**config.mk**
```make
export PLATFORM = sky130hd
export DESIGN_NAME = vga_write_buffer
export DESIGN_NICKNAME = d
export VERILOG_FILES = /design/src/rtl/vga_write_buffer_pkg.sv /design/src/rtl/sync_fifo.sv /design/src/rtl/vga_write_buffer.sv
export SDC_FILE = /design/constraint.sdc
export NUM_CORES = 1
export LEC_CHECK = 0
export CAP_MARGIN = 20
export CORE_AREA = 4 4 203 205
export DETAILED_ROUTE_END_ITERATION = 7
export DIE_AREA = 0 0 207 209
export PLACE_DENSITY = 0.87
export SYNTH_ARGS = -nofsm -noshare
export SYNTH_HDL_FRONTEND = slang
export SYNTH_SLANG_ARGS = --single-unit
```
**constraint.sdc**
```tcl
create_clock -name clk -period 4.25 [get_ports clk]
set_clock_uncertainty 0.2 [all_clocks]
set_input_delay 0.6375 -clock clk [delete_from_list [all_inputs] [get_ports clk]]
set_output_delay 0.6375 -clock clk [all_outputs]
set_load 0.05 [all_outputs]
```
**src/rtl/vga_write_buffer_pkg.sv**
```systemverilog
// rtl/vga_write_buffer_pkg.sv - bus address map, status layout and status packing for the VGA write buffer
package vga_write_buffer_pkg;

    localparam logic [31:0] VGA_ADDR      = 32'h0000_8000;
    localparam logic [31:0] VGA_STAT_ADDR = 32'h0000_8004;

    localparam int STAT_EMPTY   = 0;
    localparam int STAT_FULL    = 1;
    localparam int STAT_OVF     = 2;
    localparam int STAT_CNT_LSB = 8;

    localparam int CTRL_CLR_OVF = 0;
    localparam int CTRL_FLUSH   = 1;

    function automatic logic [31:0] pack_status(input logic [7:0] cnt,
                                                input logic       ovf,
                                                input logic       full,
                                                input logic       empty);
        logic [31:0] s;
        s = '0;
        s[STAT_CNT_LSB +: 8] = cnt;
        s[STAT_OVF]          = ovf;
        s[STAT_FULL]         = full;
        s[STAT_EMPTY]        = empty;
        return s;
    endfunction

endpackage

```
**src/rtl/sync_fifo.sv**
```systemverilog
// rtl/sync_fifo.sv - first-word-fall-through synchronous FIFO with flush
// A push into a full FIFO is accepted only when a pop frees the head slot in the same cycle.
module sync_fifo #(
    parameter  int WIDTH = 32,
    parameter  int DEPTH = 16,
    localparam int AW    = $clog2(DEPTH),
    localparam int CW    = AW + 1
) (
    input  logic             clk,
    input  logic             rst,
    input  logic             flush,
    input  logic             push,
    input  logic [WIDTH-1:0] din,
    input  logic             pop,
    output logic [WIDTH-1:0] dout,
    output logic [CW-1:0]    count,
    output logic             full,
    output logic             empty
);

    logic [WIDTH-1:0] mem_q [DEPTH];
    logic [AW-1:0]    rd_ptr_q, rd_ptr_d;
    logic [AW-1:0]    wr_ptr_q, wr_ptr_d;
    logic [CW-1:0]    count_q, count_d;
    logic             push_ok, pop_ok;

    assign full  = (count_q == CW'(DEPTH));
    assign empty = (count_q == '0);
    assign count = count_q;
    assign dout  = mem_q[rd_ptr_q];

    assign pop_ok  = pop && !empty;
    assign push_ok = push && (!full || pop_ok);

    always_comb begin
        rd_ptr_d = rd_ptr_q;
        wr_ptr_d = wr_ptr_q;
        count_d  = count_q;
        if (flush) begin
            // flush overrides any same-cycle pop; the write side is left untouched
            rd_ptr_d = wr_ptr_q;
            count_d  = '0;
        end else begin
            if (push_ok) wr_ptr_d = wr_ptr_q + AW'(1);
            if (pop_ok)  rd_ptr_d = rd_ptr_q + AW'(1);
            if (push_ok && !pop_ok)      count_d = count_q + CW'(1);
            else if (pop_ok && !push_ok) count_d = count_q - CW'(1);
        end
    end

    always_ff @(posedge clk) begin
        if (rst) begin
            rd_ptr_q <= '0;
            wr_ptr_q <= '0;
            count_q  <= '0;
        end else begin
            rd_ptr_q <= rd_ptr_d;
            wr_ptr_q <= wr_ptr_d;
            count_q  <= count_d;
        end
    end

    always_ff @(posedge clk) begin
        if (push_ok && !flush) mem_q[wr_ptr_q] <= din;
    end

endmodule

```
**src/rtl/vga_write_buffer.sv**
```systemverilog
// rtl/vga_write_buffer.sv - buffers core pixel writes ahead of vga_memory
// Holds the bus address decode, the sticky overflow flag and the status read mux.
module vga_write_buffer
    import vga_write_buffer_pkg::*;
#(
    parameter int          DEPTH     = 16,
    parameter logic [31:0] DATA_ADDR = VGA_ADDR,
    parameter logic [31:0] STAT_ADDR = VGA_STAT_ADDR
) (
    input  logic        clk,
    input  logic        rst,
    input  logic [31:0] bus_addr,
    input  logic [31:0] bus_wdata,
    input  logic        bus_we,
    output logic [31:0] bus_rdata,
    output logic [31:0] out_data,
    output logic        out_valid,
    input  logic        out_ready,
    output logic        overflow
);

    localparam int CW = $clog2(DEPTH) + 1;

    logic          push, ctrl_we, flush, pop;
    logic [CW-1:0] fifo_count;
    logic          fifo_full, fifo_empty;
    logic          overflow_q, overflow_d;

    assign push    = bus_we && (bus_addr == DATA_ADDR);
    assign ctrl_we = bus_we && (bus_addr == STAT_ADDR);
    assign flush   = ctrl_we && bus_wdata[CTRL_FLUSH];
    assign pop     = out_valid && out_ready;

    sync_fifo #(
        .WIDTH (32),
        .DEPTH (DEPTH)
    ) u_fifo (
        .clk   (clk),
        .rst   (rst),
        .flush (flush),
        .push  (push),
        .din   (bus_wdata),
        .pop   (pop),
        .dout  (out_data),
        .count (fifo_count),
        .full  (fifo_full),
        .empty (fifo_empty)
    );

    assign out_valid = !fifo_empty;
    assign overflow  = overflow_q;

    always_comb begin
        overflow_d = overflow_q;
        if (push && fifo_full && !pop)              overflow_d = 1'b1;
        if (ctrl_we && bus_wdata[CTRL_CLR_OVF])     overflow_d = 1'b0;
    end

    always_ff @(posedge clk) begin
        if (rst) overflow_q <= 1'b0;
        else     overflow_q <= overflow_d;
    end

    assign bus_rdata = (bus_addr == STAT_ADDR)
                     ? pack_status(8'(fifo_count), overflow_q, fifo_full, fifo_empty)
                     : 32'h0;

endmodule
```
==> flow_metrics.env <==
export IMPL_p_leak_nw=7.51
export IMPL_clockRootBuffer="clkbuf_16"
export IMPL_num_rows=73
export IMPL_drtPass1Iterations=5
export IMPL_outcome="completed"
export IMPL_worst_path_buf_inv=2
export IMPL_hold_path_class="reg2reg"
export IMPL_wl_per_cell_um=29.6
export IMPL_routed_via_density=6.13
export IMPL_clk_pin_slew_ns=0.06
export IMPL_insertion_delay_ns=0.57
export IMPL_antenna_left=0
export IMPL_async_reset_ff_frac=0
export IMPL_instances_no_fill=1595
export IMPL_wl_mm=47.2
export IMPL_pin_count=134
export IMPL_syn_cell_area_um2=20600
export IMPL_worstSetupStartpointType="register"
export IMPL_max_cap_violations=0
export IMPL_critPathMaxStageDelay_ns=0.73
export IMPL_max_freq_ghz=0.243
export IMPL_nets=1104
export IMPL_ys_ff_latch=530
export IMPL_dpl_hpwl_mm=23.7
export IMPL_finalSetupViolCount=0
export IMPL_port_buffers=109
export IMPL_synth_area_leaders="edfxtp_1, mux4_2, dfxtp_1"
export IMPL_cts_tree="built"
export IMPL_overflow=0
export IMPL_grt_pass1_vias=10200
export IMPL_critPathKind="reg2out"
export IMPL_vias=9776
export IMPL_p_clk_frac=0.420
export IMPL_irDropWorstVdd_uv=337
export IMPL_p_seq_frac=0.562
export IMPL_final_util=0.613
export IMPL_p_sw_mw=1.99
export IMPL_slew_headroom=0.561
export IMPL_yosys_warnings=0
export IMPL_areaGrowthSynthToFinish_pct=17.4
export IMPL_worstPathCellList="buf_12, mux4_2, mux4_2, clkdlybuf4s50_1"
export IMPL_die_x_um=207
export IMPL_synth_edff_count=512
export IMPL_die_area_um2=43300
export IMPL_yosys_area_top_type="edfxtp_1"
export IMPL_synth_ff_type="edfxtp_1"
export IMPL_drt_iter0_markers=1144
export IMPL_cts_made_buffers=51
export IMPL_slowest_stage="clkdlybuf4s50_1"
export IMPL_power_frac_comb=0.018
export IMPL_postCtsHoldBufs=0
export IMPL_cp_end_kind="primary output"
export IMPL_drc=0
export IMPL_clkSinkCount=530
export IMPL_grt_max_degree=37
export IMPL_maxSlewViolCount=0
export IMPL_syn_area_per_cell_um2=23.6
export IMPL_p_total_mw=10.2
export IMPL_crit_fanout=36
export IMPL_pwr_density_cell_nw_per_um2=420
export IMPL_cp_arrival_ns=3.28
export IMPL_sw_frac_of_total=0.196
export IMPL_synth_yosys_seq_area_share=0.763
export IMPL_hold_viol_final=0
export IMPL_final_common_cell="edfxtp_1"
export IMPL_layout_common_cells="edfxtp_1, mux4_2, clkdlybuf4s50_1"
export IMPL_place_gp_congestion=0.743
export IMPL_period_share=0.969
export IMPL_dpl_cell_count=1498
export IMPL_place_ws_ns=0.236
export IMPL_syn_inst=873
export IMPL_fin_ws_ns=0.130
export IMPL_min_period_ns=4.12
export IMPL_die_h_um=209
export IMPL_h_tree_depth=2
export IMPL_grt_first_pass_wirelength_mm=69.1
export IMPL_synth_top_area_frac=0.745
export IMPL_intPower_mw=8.18
export IMPL_crit_top_cell="mux4_2"
export IMPL_finalSetupTns_ns=0
export IMPL_core_um2=39500
export IMPL_start_util=0.523
export IMPL_worst_pin_slew_ns=0.656
export IMPL_critical_path_top_delay_family="buffers and inverters"
export IMPL_grt_use_total=0.217
export IMPL_required_ns=3.41
export IMPL_clockBufferDepth=3
export IMPL_rsz0062_at_grt="false"
export IMPL_ys_types=46
export IMPL_drive_gt1_frac=0.279
export IMPL_antenna_found_initial=5
==> stage by stage <==
step                hold WS, ns  area [um^2]
floorplan                 0.314        20700
global placement          0.310        22600
finish                    0.319        24200
CTS                       0.317        24200
global route              0.356        24200
detailed placement        0.304        22600
==> tightest hold or removal path: cells and delay by family (launching register included) <==
family	cells	cell delay [ns]
flops	1	0.32
buf+inv	1	0.09
compound gates	1	0.06
==> logic make-up (layout without fill, tap and decap cells) <==
kind of cell | after synthesis | after routing | synth area share
flops | 530 | 530 | 0.763
mux | 164 | 164 | 0.177
buf+inv | 73 | 244 | 0.0214
simple gates | 68 | 68 | 0.0214
compound gates | 19 | 19 | 0.00722
fa+ha+maj | 10 | 10 | 0.00643
xor+xnor | 8 | 8 | 0.00376
other cells | 1 | 27 | 0.000182
==> repair_timing <==
action,CTS,global route
setup buffers,0,0
setup endpoints to repair,1,13
resized for setup,1,13
==> cell type report <==
class / instances / area [um^2]
clock buffer: 69 / 1420
antenna: 3 / 7.51
sequential: 530 / 15700
timing repair buffer: 142 / 1620
multi-input combinational: 293 / 4570
tap: 525 / 657
clock inverter: 25 / 159
fill: 2585 / 15300
inverter: 8 / 30.0
==> metal layers <==
layer  wire length, um  GRT usage
met5                27          0
met4              1200     0.0643
met3              3700     0.0431
met2             25100      0.377
met1             17200      0.282
==> registers in the layout, indices dropped and copies added (netlist names), named ones only <==
name,flops
u_fifo.mem_q,512
u_fifo.count,5
u_fifo.rd_ptr_q,4
u_fifo.wr_ptr_q,4
overflow,1
==> cell usage after synthesis (5+ instances only) <==
cell / number
and3_1: 18
buf_1: 5
buf_4: 37
clkbuf_1: 16
dfxtp_1: 18
edfxtp_1: 512
ha_1: 9
inv_1: 8
mux4_2: 160
nor2_1: 14
nor3_1: 12
xnor2_1: 6
==> power by group through the flow <==
stage | registers, mW | clock network (mW) | logic, mW
global route | 5.72 | 4.56 | 0.194
floorplan | 5.83 | 0 | 0.0695
detailed placement | 5.83 | 0 | 0.179
global placement | 5.83 | 0 | 0.169
finish | 5.72 | 4.27 | 0.182
CTS | 5.72 | 4.32 | 0.180
==> final timing paths <==
check	from	endpoint	slack, ns	cells past startpoint
max	register	out_data[6]	0.13	4
min	overflow	overflow	0.32	2
max reg2reg	u_fifo.count[0]	u_fifo.count[4]	1.00	11
min reg2reg	overflow	overflow	0.32	2
(Power assumes the default switching activity.)
